## src/rtl/mips_mem_loader_pkg.sv

```systemverilog
`default_nettype none
// ============================================================================
//  Module      : mips_mem_loader_pkg
//  Description : Shared types and constants for the MIPS boot-time loader.
//  Revision    : 1.0 - initial release
// ============================================================================
package mips_mem_loader_pkg;

    localparam int MIPS_DATA_WIDTH   = 32;
    localparam int MIPS_LOADER_BYTES = MIPS_DATA_WIDTH / 8;

    typedef enum logic [1:0] {
        IDLE  = 2'd0,
        LOAD  = 2'd1,
        WRITE = 2'd2,
        RUN   = 2'd3
    } loader_state_e;

    // Registered status outputs implied by a state: {busy, done, core_rst_n}
    function automatic logic [2:0] loader_flags(input loader_state_e s);
        logic [2:0] f;
        f = 3'b000;
        case (s)
            LOAD, WRITE: f = 3'b100;
            RUN:         f = 3'b011;
            default:     f = 3'b000;
        endcase
        return f;
    endfunction

endpackage
`default_nettype wire

```

## src/rtl/mips_mem_loader_byte_packer.sv

```systemverilog
`default_nettype none
// ============================================================================
//  Module      : mips_mem_loader_byte_packer
//  Description : Assembles host bytes into a little-endian memory word.
//                Lane 0 occupies bits [7:0].
//  Revision    : 1.0 - initial release
// ============================================================================
module mips_mem_loader_byte_packer #(
    parameter int DATA_WIDTH = 32,
    parameter int LANE_W     = ((DATA_WIDTH / 8) > 1) ? $clog2(DATA_WIDTH / 8) : 1
) (
    input  logic                  clk,
    input  logic                  rst,
    input  logic                  i_clear,
    input  logic                  i_wr_en,
    input  logic [7:0]            i_data,
    input  logic [LANE_W-1:0]     i_lane,
    output logic [DATA_WIDTH-1:0] o_word,
    output logic                  o_last_lane
);

    localparam int c_BYTES = DATA_WIDTH / 8;

    logic [DATA_WIDTH-1:0] r_word;

    // Store the incoming byte into the addressed lane; clear drops any partial word
    always_ff @(posedge clk) begin
        if (rst || i_clear) begin
            r_word <= '0;
        end else if (i_wr_en) begin
            for (int k = 0; k < c_BYTES; k++) begin
                if (i_lane == LANE_W'(k)) begin
                    r_word[8*k +: 8] <= i_data;
                end
            end
        end
    end

    assign o_word      = r_word;
    assign o_last_lane = (i_lane == LANE_W'(c_BYTES - 1));

endmodule
`default_nettype wire

```

## src/rtl/mux_param.sv

```systemverilog
`default_nettype none
// ============================================================================
//  Module      : mux_param
//  Description : Generic N-input combinational multiplexer.
//  Revision    : 1.0 - initial release
// ============================================================================
module mux_param #(
    parameter int WIDTH      = 32,
    parameter int NUM_INPUTS = 2,
    parameter int SEL_W      = (NUM_INPUTS > 1) ? $clog2(NUM_INPUTS) : 1
) (
    input  logic [NUM_INPUTS-1:0][WIDTH-1:0] i_data,
    input  logic [SEL_W-1:0]                 i_sel,
    output logic [WIDTH-1:0]                 o_data
);

    // Select one input; out-of-range selects read as zero
    always_comb begin
        o_data = '0;
        for (int k = 0; k < NUM_INPUTS; k++) begin
            if (i_sel == SEL_W'(k)) begin
                o_data = i_data[k];
            end
        end
    end

endmodule
`default_nettype wire

```

## src/rtl/mips_mem_loader.sv

```systemverilog
`default_nettype none
// ============================================================================
//  Module      : mips_mem_loader
//  Description : Boot loader and memory-port owner. Holds the core in reset,
//                streams host bytes into memory as little-endian words, then
//                hands the memory port to the core and releases its reset.
//  Revision    : 1.0 - initial release
// ============================================================================
module mips_mem_loader #(
    parameter int DATA_WIDTH = 32,
    parameter int ADDR_WIDTH = 10
) (
    input  logic                  clk,
    input  logic                  rst,
    input  logic                  start,
    input  logic [ADDR_WIDTH:0]   len,
    input  logic                  s_valid,
    input  logic [7:0]            s_data,
    output logic                  s_ready,
    input  logic [ADDR_WIDTH-1:0] core_addr,
    input  logic [DATA_WIDTH-1:0] core_wr_data,
    input  logic                  core_wr_en,
    output logic [ADDR_WIDTH-1:0] mem_addr,
    output logic [DATA_WIDTH-1:0] mem_wr_data,
    output logic                  mem_wr_en,
    output logic                  core_rst_n,
    output logic                  busy,
    output logic                  done
);

    import mips_mem_loader_pkg::*;

    localparam int c_BYTES  = DATA_WIDTH / 8;
    localparam int c_LANE_W = (c_BYTES > 1) ? $clog2(c_BYTES) : 1;
    localparam int c_MUX_W  = ADDR_WIDTH + DATA_WIDTH + 1;
    localparam logic [ADDR_WIDTH:0] c_MAX_LEN = {1'b1, {ADDR_WIDTH{1'b0}}};

    loader_state_e         r_state;
    logic [ADDR_WIDTH-1:0] r_word_idx;
    logic [c_LANE_W-1:0]   r_byte_idx;
    logic [ADDR_WIDTH:0]   r_eff_len;
    logic                  r_busy;
    logic                  r_done;
    logic                  r_core_rst_n;

    logic                  w_accept;
    logic                  w_idle_or_run;
    logic                  w_clear;
    logic                  w_last_lane;
    logic                  w_last_word;
    logic [DATA_WIDTH-1:0] w_word;
    logic                  w_run;
    logic [1:0][c_MUX_W-1:0] w_mux_in;
    logic [c_MUX_W-1:0]    w_mux_out;

    assign s_ready       = (r_state == LOAD);
    assign w_accept      = s_ready && s_valid;
    assign w_idle_or_run = (r_state == IDLE) || (r_state == RUN);
    assign w_clear       = w_idle_or_run && start && (len != '0);
    assign w_last_word   = ({1'b0, r_word_idx} == (r_eff_len - (ADDR_WIDTH+1)'(1)));
    assign w_run         = (r_state == RUN);

    mips_mem_loader_byte_packer #(
        .DATA_WIDTH (DATA_WIDTH)
    ) u_packer (
        .clk         (clk),
        .rst         (rst),
        .i_clear     (w_clear),
        .i_wr_en     (w_accept),
        .i_data      (s_data),
        .i_lane      (r_byte_idx),
        .o_word      (w_word),
        .o_last_lane (w_last_lane)
    );

    // Loader FSM; status outputs are registered alongside the state they decode
    always_ff @(posedge clk) begin
        if (rst) begin
            r_state    <= IDLE;
            r_word_idx <= '0;
            r_byte_idx <= '0;
            r_eff_len  <= '0;
            {r_busy, r_done, r_core_rst_n} <= loader_flags(IDLE);
        end else begin
            case (r_state)
                IDLE, RUN: begin
                    if (start) begin
                        if (len == '0) begin
                            r_state <= RUN;
                            {r_busy, r_done, r_core_rst_n} <= loader_flags(RUN);
                        end else begin
                            r_state    <= LOAD;
                            r_eff_len  <= len[ADDR_WIDTH] ? c_MAX_LEN : len;
                            r_word_idx <= '0;
                            r_byte_idx <= '0;
                            {r_busy, r_done, r_core_rst_n} <= loader_flags(LOAD);
                        end
                    end
                end
                LOAD: begin
                    if (w_accept) begin
                        if (w_last_lane) begin
                            r_byte_idx <= '0;
                            r_state    <= WRITE;
                            {r_busy, r_done, r_core_rst_n} <= loader_flags(WRITE);
                        end else begin
                            r_byte_idx <= r_byte_idx + c_LANE_W'(1);
                        end
                    end
                end
                WRITE: begin
                    // Last word index is eff_len-1, so word_idx never wraps
                    if (w_last_word) begin
                        r_state <= RUN;
                        {r_busy, r_done, r_core_rst_n} <= loader_flags(RUN);
                    end else begin
                        r_word_idx <= r_word_idx + ADDR_WIDTH'(1);
                        r_state    <= LOAD;
                        {r_busy, r_done, r_core_rst_n} <= loader_flags(LOAD);
                    end
                end
                default: begin
                    r_state <= IDLE;
                    {r_busy, r_done, r_core_rst_n} <= loader_flags(IDLE);
                end
            endcase
        end
    end

    // Memory port: loader drives it until RUN, then the core owns it combinationally
    assign w_mux_in[0] = {r_word_idx, w_word, (r_state == WRITE)};
    assign w_mux_in[1] = {core_addr, core_wr_data, core_wr_en};

    mux_param #(
        .WIDTH      (c_MUX_W),
        .NUM_INPUTS (2)
    ) u_mem_mux (
        .i_data (w_mux_in),
        .i_sel  (w_run),
        .o_data (w_mux_out)
    );

    assign {mem_addr, mem_wr_data, mem_wr_en} = w_mux_out;

    assign busy       = r_busy;
    assign done       = r_done;
    assign core_rst_n = r_core_rst_n;

endmodule
`default_nettype wire

```

## config.mk

```make
export PLATFORM = sky130hd
export DESIGN_NAME = mips_mem_loader
export DESIGN_NICKNAME = d
export VERILOG_FILES = /design/src/rtl/mips_mem_loader_pkg.sv /design/src/rtl/mips_mem_loader_byte_packer.sv /design/src/rtl/mux_param.sv /design/src/rtl/mips_mem_loader.sv
export SDC_FILE = /design/constraint.sdc
export NUM_CORES = 1
export LEC_CHECK = 0
export ABC_AREA = 1
export CAP_MARGIN = 10
export CELL_PAD_IN_SITES_DETAIL_PLACEMENT = 0
export CELL_PAD_IN_SITES_GLOBAL_PLACEMENT = 2
export CORE_UTILIZATION = 23
export CTS_BUF_LIST = sky130_fd_sc_hd__clkbuf_16
export CTS_CLUSTER_DIAMETER = 30
export DETAILED_ROUTE_END_ITERATION = 10
export PLACE_DENSITY = 0.78
export RECOVER_POWER = 100
export SETUP_SLACK_MARGIN = 0.15
export SLEW_MARGIN = 0
export SYNTH_ARGS = -nofsm -noshare
export SYNTH_HDL_FRONTEND = slang
export SYNTH_SLANG_ARGS = --single-unit
```

## constraint.sdc

```tcl
create_clock -name clk -period 1.8 [get_ports clk]
set_clock_uncertainty 0.15 [all_clocks]
set_input_delay 0.27 -clock clk [delete_from_list [all_inputs] [get_ports clk]]
set_output_delay 0.27 -clock clk [all_outputs]
set_load 0.1 [all_outputs]
```

After elaboration in Yosys (flattened, before gate mapping)
Cells that the tools add are included.

word-level totals
  bits in registers = 59
  bits in latches = 0
  bits in writable memories = 0
  memory bits (read-only) = 0
  input bits = 66
  output and inout port bits = 47
  logic and storage cells = 75
  memories = 0

cells by class
  $add $sub $neg = 3
  $mul = 0
  div/mod/pow operators = 0
  $lt $le $gt $ge = 0
  equality and inequality tests = 12
  shift operators = 0
  muxes and demuxes = 29
  bitwise gates (word level) = 1
  reduce and logical (&&, ||, !) cells = 20

operators by type and width
  kind                                                                   number
  43-bit two-way mux                                                     1
  10-bit two-way mux                                                     3
  10-bit case mux with 2 select lines                                    1
  2-bit two-way mux                                                      9
  10-bit by 11-bit equality test with 1-bit output                       1
  11-bit zero test                                                       1
  11-bit two-way mux                                                     1
  11-bit nonzero test                                                    1
  11-bit by 1-bit subtractor with 11-bit output, second input constant   1
  10-bit by 1-bit adder with 10-bit output, second input constant        1
  1-bit two-way mux                                                      10
  2-bit equality test, second input constant                             4
  2-bit AND reduction                                                    4
  4-bit AND reduction                                                    2
  2-bit != test, second input constant                                   3
  1-bit case mux with 3 select lines                                     2
  2-bit case mux with 3 select lines                                     1
  3-bit AND reduction                                                    2
  2-bit by 1-bit equality test with 1-bit output, second input constant  2
  2-bit zero test                                                        2
  2-bit by 1-bit != test with 1-bit output, second input constant        2
  2-bit case mux with 2 select lines                                     1
  2-bit nonzero test                                                     2
  1-bit logical AND                                                      3
  other kinds (4)                                                        5

Logic depth before layout (Yosys ltp)
  depth after elaboration = 5
  gate-level depth with buffers = 15
  gate-level depth less buffers = 15

Hierarchy
From an unflattened synthesis, not the netlist that was laid out.

second synthesis, totals
  cells, all modules = 621
  area, all modules = 3684.8 um^2

by module, submodules not included
  module                       instances  cells an instance  area each (um^2)  sequential area each (um^2)
  mips_mem_loader              1          272                1761.7            540.5
  mips_mem_loader_byte_packer  1          210                1343.8            640.6
  mux_param                    1          139                579.3             0.0

Worst setup path after synthesis
No wires, ideal clock.

  kind = reg-to-output
  from = register r_state[0]
  to = output mem_addr[0]
  data arrival time = 3.012 ns
  required time = 1.380 ns
  slack = -1.632 ns
  cell stages (with the launch flop) = 5
  buffers on the path = 2
  path through = dfxtp_1 ha_1 clkbuf_1 clkbuf_1 o21ai_0

between the ends
  longest elaborated chain between the ends = 2

RTL lines
  what                      line                   source
  start: declaration        mips_mem_loader.sv:38  loader_state_e r_state;
  start signal: assignment  mips_mem_loader.sv:79  r_state <= IDLE;
  start signal: assignment  mips_mem_loader.sv:89  r_state <= RUN;
  start signal: assignment  mips_mem_loader.sv:92  r_state <= LOAD;
  2-bit equality test       mips_mem_loader.sv:61  assign w_run = (r_state == RUN);
  43-bit two-way mux        mux_param.sv:21        if (i_sel == SEL_W'(k)) begin
  end: declaration          mips_mem_loader.sv:23  output logic [ADDR_WIDTH-1:0] mem_addr,

Every way passes these cells.

Worst setup path in the final report
  from = register r_state[0]
  to = output mem_wr_data[8]

between the ends
  longest elaborated chain between the ends = 2

RTL lines
  what                 line                   source
  2-bit equality test  mips_mem_loader.sv:61
  43-bit two-way mux   mux_param.sv:21
  end: declaration     mips_mem_loader.sv:24  output logic [DATA_WIDTH-1:0] mem_wr_data,

Every way passes these cells.

==> flow_metrics.tcl <==
set metrics [dict create \
    hpwl_um 9930 \
    setup_viol 58 \
    vias 4235 \
    arrival_ns 1.73 \
    crit_slowest_cell "dfxtp_4" \
    grt_pass1_vias 4061 \
    setup_ws_ns -0.347 \
    hold_ws_ns 0.0658 \
    syn_inst 520 \
    final_area_um2 7290 \
    netlist_area_um2 3620 \
    min_period_ns 2.15 \
    ys_top_cells_by_area "dfxtp_1 33%, nand2_1 13%, mux2_2 11%, a21oi_1 6.5%, nand4_1 6.2%" \
    worst_skew_pair.late_latency_ns 0.33 \
    synth_compound_area_share_pct 10.5 \
    cts_sinks 59 \
    fin_nets 782 \
    std_cell_rows 45 \
    core_area_um2 15300 \
    gp_congestion 0.849 \
    crit_fanout 6 \
    ff2ff_path_depth 12 \
    synth_top_area_cell "dfxtp_1" \
    start_util_pct 23.7 \
    yosys.area_share.simple_pct 32.2 \
    ios 113 \
    h-tree-depth 3 \
    utilization_pct 47.6 \
    grt_use_total_pct 17.5 \
    cap_violations 0 \
    wl_per_cell_um 15.4 \
    synth_top_family_by_area "simple AND/OR/NAND/NOR gates" \
    clock_path_buffers 2 \
    rsz0062_at_grt "true" \
    grt_pass1_wl_um 21900 \
    power_density_nw_per_um2 1180 \
    cts.reportedPaths.clkPinSlew_ns 0.05 \
    async_reset_ff_share_pct 0 \
    place_area_um2 6130 \
    slew_violations 0 \
    root_buffer "clkbuf_16" \
    yosysUniqueCellTypes 29 \
    ys_seq_elements 59 \
    drt-total-wl_um 14200 \
    cts_tree "yes" \
    fin_crit_sh_pct 119 \
    ys.flop_type "dfxtp_1" \
    violations "setup timing" \
    ff2ff_setup_slack_ns -0.19 \
    worst-endpoint-required_ns 1.38 \
    post-route-drc-count 0 \
    synth_area_per_cell_um2 6.97 \
    cp-start-kind "flip-flop" \
    antenna_cells 0 \
    instances_no_fill 922 \
    viasPerCell 4.59 \
    worst-setup-path-type "reg2out" \
    synth_xor_area_share_pct 2.42 \
    drtAntennaViolNets 0 \
    drive_gt1_share_pct 44.4 \
    ys_seq_area_share_pct 32.6 \
    drt_iter0_markers 241 \
    area_delta_synth_final_pct 101 \
    critPathMaxStageDelay_ns 0.34 \
    finalSetupTns_ns -16.45 \
    die_y_um 128 \
    status "complete, but fails checks" \
    cp_common_cell "buf_12" \
    die_width_um 128 \
    hold_viol_final 0 \
    dp.cells 872 \
    grt_max_degree 21 \
    die-area_um2 16300 \
    synth.net_count 596 \
    synth_edf_count 0 \
    max_freq_mhz 466 \
    synthAdderAreaFrac_pct 3.45 \
    synth.area.mux_share_pct 10.6 \
    worstPathCellList "buf_6 > ha_4 > buf_12 > buf_8 > mux2_4 > buf_12" \
    firstDrtPassIters 6 \
    portBuffers 112 \
    grt_antenna_before_repair 0 \
    synth_top_area_share_pct 32.6 \
    relSlewSlack_pct 64.3 \
    min_path_type "in2reg" \
    cts_buffers 9 \
    ir_drop_v 0.00104 \
    end_kind "output port" \
    overflow 0 \
    tightest_slew_ns 0.538 \
    yosys_warnings 0 \
    min_delay_path_depth 3 \
    p_leak_nw 2.85 \
]
## logic make-up after synthesis
family,count (synthesis)
fa+ha+maj,10
xor+xnor,10
flops,59
compound gates,74
buf+inv,78
mux,34
simple gates,255
## what timing repair did
item                       4_1_cts  5_1_grt
buffers inserted                12       10
pin swaps                       16       32
cloned                          12        0
gates resized for setup         73       99
setup endpoints to repair      103      102
hold buffers                     0        0
## Yosys cell counts (4+ instances only)
master,number
clkbuf_1,22
a21oi_1,47
nand3_1,42
ha_1,10
inv_2,4
xor2_1,9
buf_1,4
nand2_1,125
o21ai_0,22
dfxtp_1,59
mux2_2,34
inv_1,44
nand4_1,36
nor2_1,34
nor2_2,7
## state kept, by name (all words and copies together), names as in the netlist
name	count
core_rst_n	1
busy	1
u_packer.o_word	32
r_state	2
r_eff_len	11
r_word_idx	10
r_byte_idx	2
## power by group
group / internal, W / switching (W)
Combinational: 0.00234 / 0.00317
Sequential: 0.00143 / 0.0000880
Clock: 0.000912 / 0.000627
## critical path, delay by kind of cell (launching register included)
kind,cells,cell delay [ns]
buffers and inverters,4,0.58
flip-flops,1,0.34
multiplexers,1,0.31
adder cells (fa/ha/maj),1,0.16
## stage by stage
stage | power, W | setup slack, ns
2_1_floorplan | 0.00431 | 0.00904
3_3_place_gp | 0.00572 | -0.536
3_5_place_dp | 0.00573 | -0.601
4_1_cts | 0.00822 | -0.343
5_1_grt | 0.00896 | -0.383
6_report | 0.00857 | -0.347
## cells in the final DEF (no fill, tap or decap), drive strengths merged
cell type	netlist	final
buf	7	132
nand2	129	130
dfxtp	59	59
clkdlybuf4s50	0	54
inv	48	50
a21oi	48	48
nor2	42	43
nand3	42	42
nand4	37	38
mux2	34	34
o21ai	22	22
clkbuf	23	14
ha	10	10
xor2	9	9
dlygate4sd2	0	9
nor3	3	3
clkinv	0	3
or2	2	2
a211oi	2	2
clkinvlp	0	2
xnor2	1	1
o22ai	1	1
a31oi	1	1
clkdlybuf4s15	0	1
dlymetal6s2s	0	1
## worst paths after layout
check                     startpoint            endpoint
setup / recovery          r_state[0]      mem_wr_data[8]
hold reg to reg   u_packer.o_word[5]  u_packer.o_word[5]
setup reg to reg        r_eff_len[1]       r_word_idx[4]
hold / removal                len[9]        r_eff_len[9]
## routing by layer
layer | part of all wire (%) | wire (um) | global-route usage, % | vias to the layer above
li1 | - | - | - | 2130
met1 | 47 | 6750 | 25.0 | 1965
met2 | 46 | 6520 | 26.6 | 126
met3 | 5.1 | 728 | 2.76 | 14
met4 | 1.5 | 216 | 5.39 | 0
met5 | 0 | 0 | 0 | -
## cell type report
| cell class | instances | area, um^2 |
|---|---|---|
| clock buffer | 9 | 225 |
| clock inverter | 7 | 37.5 |
| fill | 1472 | 8030 |
| inverter | 48 | 185 |
| multi-input combinational | 386 | 2830 |
| sequential | 59 | 1190 |
| tap | 211 | 264 |
| timing repair buffer | 202 | 2550 |
Note: power is estimated with default switching activity, not from simulation.
==> RTL change 1 (same settings) <==
Re-encode `loader_state_e` (4 states) as one-hot, 4 bits wide.
--- a/src/rtl/mips_mem_loader_pkg.sv
+++ b/src/rtl/mips_mem_loader_pkg.sv
@@ -11,7 +11,7 @@
 
-    typedef enum logic [1:0] {
-        IDLE  = 2'd0,
-        LOAD  = 2'd1,
-        WRITE = 2'd2,
-        RUN   = 2'd3
+    typedef enum logic [3:0] {
+        IDLE  = 4'b0001,
+        LOAD  = 4'b0010,
+        WRITE = 4'b0100,
+        RUN   = 4'b1000
     } loader_state_e;
Function: no difference found for any inputs over 10 cycles, from zero or initial values and one cycle with rst high; not proved beyond that.
==> RTL change 1 against the original RTL <==
- the run still ends with setup timing left
- area after synthesis fell by 0.17%
- hold slack improved by 0.25 ns
- combinational power fell by 37%
- setup slack improved by 0.076 ns
- sequential cell count rose by 2
- fmax rose by 3.6%
- critical path depth rose by 2
- power fell by 23%
- final area rose by 3.4%
- global-route usage fell by 1.1 points
- sequential share of layout area barely moved
- critical endpoint is now mem_addr[1]
- routed wire length fell by 12%
==> RTL change 1: results (changes against the original RTL) <==
| Metric | Value |
|---|---|
| Logic inverters | `43 (was 48)` |
| Total GRT Usage | `0.1635 (was 0.1746)` |
| Sequential cell area | `0.001232 sq mm (was 0.001194 sq mm)` |
| Signal buffers share of area | `0.3149 (was 0.3502)` |
| Post-synthesis mux area share | `0 (was 0.1056)` |
| First-pass DRT Iterations | `4 (was 6)` |
| Post-synth top cells | `201 x nand2_1, 61 x dfxtp_1, 57 x nand3_1, 43 x nor2_1, 39 x a21oi_1 (was 125 x nand2_1, 59 x dfxtp_1, 47 x a21oi_1, 44 x inv_1, 42 x nand3_1)` |
| Outcome | `complete, but fails checks (unchanged)` |
| Cell variety after synth | `36 (was 29)` |
| CP max FO | `10 (was 6)` |
| Setup_tns | `-13.88 ns (was -16.45 ns)` |
| WL/cell | `13.14 um (was 15.41 um)` |
| Maximum vdd drop | `906.1 uV (was 1040 uV)` |
| Final-stage net count | `811 (was 782)` |
| Failing checks | `setup timing (unchanged)` |
| Buffer count from post-CTS setup fixing | `16 (was 12)` |
| Pleak | `0.002870 uW (was 0.002855 uW)` |
| R2R Setup Slk | `-0.22 ns (was -0.19 ns)` |
| Die area | `0.01624 sq mm (was 0.01627 sq mm)` |
| #MultiIn Comb | `432 (was 386)` |
| Setup ws final | `-0.2714 ns (was -0.3469 ns)` |
| First-pass GRT wire length | `20,960 um (was 21,910 um)` |
| Share of layout cells above drive strength 1 | `0.4651 (was 0.4444)` |
| Final sequential cell count | `61 (was 59)` |
| Final Setup Violations | `74 (was 58)` |
| P_comb | `3490 uW (was 5510 uW)` |
| Drt via density | `4.383 (was 4.593)` |
| Hold WS | `0.3144 ns (was 0.06584 ns)` |
| Non-clk bufs | `192 (was 202)` |
| Largest net degree at the start of global routing | `33 (was 21)` |
| Post-Place Setup Slack | `-0.4732 ns (was -0.6009 ns)` |
| Xor and xnor fraction of the mapped netlist area | `0.02905 (was 0.02416)` |
| Top cells by area, synth | `dfxtp_1 34%, nand2_1 21%, nand3_1 7.9% (was dfxtp_1 33%, nand2_1 13%, mux2_2 11%)` |
| Final core occ | `0.4941 (was 0.4760)` |
| Placed Instances | `918 (was 872)` |
| P_sw | `2834 uW (was 3886 uW)` |
| Fillers | `1,441 (was 1,472)` |
| Part of the power in registers | `0.233 (was 0.178)` |
RTL change 1: routing by layer:
metal  share of wire  vias to the layer above  GRT usage  routed length (um)
li1                -                     2163          -                   -
met1            0.45                     1947     0.2062                5691
met2            0.50                       72     0.2819                6296
met3           0.039                        4    0.03769                 491
met4          0.0053                        0    0.03641                  67
met5               0                        -          0                   0
RTL change 1: path summary, 6_finish.rpt:
kind,to,cells past startpoint,start
worst min register to register,u_packer.o_word[28]$_SDFFE_PP0P_,2,u_packer.o_word[28]$_SDFFE_PP0P_
worst min-delay path,u_packer.o_word[28]$_SDFFE_PP0P_,2,u_packer.o_word[28]$_SDFFE_PP0P_
worst max-delay path,mem_addr[1],8,r_state[1]$_SDFFE_PP0P_
worst max register to register,r_word_idx[0]$_SDFFE_PP0P_,11,r_state[1]$_SDFFE_PP0P_
==> RTL change 2 (config.mk and constraints unchanged) <==
Made on the original files. The parameter `ADDR_WIDTH` goes from 10 to 9.
--- a/src/rtl/mips_mem_loader.sv
+++ b/src/rtl/mips_mem_loader.sv
@@ -10,3 +10,3 @@
     parameter int DATA_WIDTH = 32,
-    parameter int ADDR_WIDTH = 10
+    parameter int ADDR_WIDTH = 9
 ) (
Ports: changed (resized core_addr, len and mem_addr); port bits go from 113 to 110. The function was not compared with the original's and may differ.
==> RTL change 2 against the original RTL <==
- the flow still finishes with violations (setup timing)
- routed wire length is 12% lower
- global-route usage is 1.3 points lower
- area after synthesis is 6.9% lower
- utilization is 0.64 points higher
- count of clock-buffer cells in the layout stayed put
- power is 7.4% lower
- final area is 6.7% lower
- sequential cell count is 2 lower
- non-clock buffer count is 25 lower
- critical path depth is 1 lower
- setup slack better by 0.084 ns
- highest routed layer unchanged
==> RTL change 2: results (changes against the original RTL) <==
| Metric | Value |
|---|---|
| Placed Instances | `760 (was 872)` |
| Port bufs | `109 (was 112)` |
| Hold-critical path endpoint | `r_eff_len[1]$_SDFFE_PP0P_ (was r_eff_len[9]$_SDFFE_PP0P_)` |
| Clock power share | `0.232 (was 0.180)` |
| Final WL | `12,450 um (was 14,210 um)` |
| Pleak | `0.002611 uW (was 0.002855 uW)` |
| P_comb | `4600 uW (was 5510 uW)` |
| First-pass GRT wire length | `18,950 um (was 21,910 um)` |
| Total GRT Usage | `0.1619 (was 0.1746)` |
| Logic pwr share | `0.580 (was 0.643)` |
| Met2 Use GR | `0.2707 (was 0.2665)` |
| Setup ws final | `-0.2632 ns (was -0.3469 ns)` |
| Cell variety after synth | `34 (was 29)` |
| Dpl cell area | `0.005685 sq mm (was 0.006131 sq mm)` |
| Hold WS | `0.08513 ns (was 0.06584 ns)` |
| Share of layout cells above drive strength 1 | `0.4306 (was 0.4444)` |
| First-pass DRT Iterations | `4 (was 6)` |
| Largest net degree at the start of global routing | `33 (was 21)` |
| Met1 Track Usage GR | `0.2065 (was 0.2498)` |
| Detail Placement HPWL | `8460 um (was 9926 um)` |
| Outcome | `complete, but fails checks (unchanged)` |
| Failing checks | `setup timing (unchanged)` |
| WL/cell | `15.43 um (was 15.41 um)` |
| Vias in the first global route | `3,793 (was 4,061)` |
| Avg Inst Size Synth | `7.349 sq um (was 6.971 sq um)` |
| Switching portion of total power | `0.4302 (was 0.4536)` |
| 1st-iter DRT viols | `188 (was 241)` |
| Gpl congestion | `0.8532 (was 0.8489)` |
| Sequential area share after synthesis | `0.3383 (was 0.3259)` |
| Post-Place Setup Slack | `-0.2804 ns (was -0.6009 ns)` |
| Drt via density | `4.750 (was 4.593)` |
| Final Setup Violations | `60 (was 58)` |
| Worst slew pin tran | `0.5416 ns (was 0.5381 ns)` |
| Maximum vdd drop | `670.7 uV (was 1040 uV)` |
| Setup_tns | `-11.45 ns (was -16.45 ns)` |
| Buffer count from post-CTS setup fixing | `11 (was 12)` |
| R2R Setup Slk | `-0.12 ns (was -0.19 ns)` |
| M3 GR Usage | `0.02629 (was 0.02764)` |
| Net Count, Synth | `533 (was 596)` |
| Top cells by area, synth | `dfxtp_1 34%, nand2_1 12%, mux2_2 11% (was dfxtp_1 33%, nand2_1 13%, mux2_2 11%)` |
| R2R Path End | `r_word_idx[5]$_SDFFE_PP0P_ (was r_word_idx[4]$_SDFFE_PP0P_)` |
| Hold_sp | `len[1] (was len[9])` |
| # resized after CTS | `42 (was 73)` |
## RTL change 2: per-layer routing
layer  routed length (um)  part of all wire
met1                 5532              0.44
met3                  598             0.048
met2                 6151              0.49
met4                  165             0.013
met5                    0                 0
## RTL change 2: layout make-up
| cell class | instances | area, sq um |
|---|---|---|
| fillers | 1356 | 7296 |
| multi-input cells | 343 | 2595 |
| repair buffers | 177 | 2367 |
| flip-flops and latches | 57 | 1155 |
| clock buffers | 9 | 225.2 |
| well taps | 180 | 225.2 |
| inverters | 34 | 138.9 |
| clock inverters | 7 | 93.84 |
## RTL change 2: kinds of logic after synthesis
logic type               Yosys count  synth area share
flip-flops                        57            0.3383
AO/OA/AOI/OAI                     73            0.1150
buffers and inverters             61           0.07010
multiplexers                      34            0.1135
adder cells (fa/ha/maj)           10           0.03709
AND/OR/NAND/NOR                  217            0.3079
XOR/XNOR                           7           0.01818
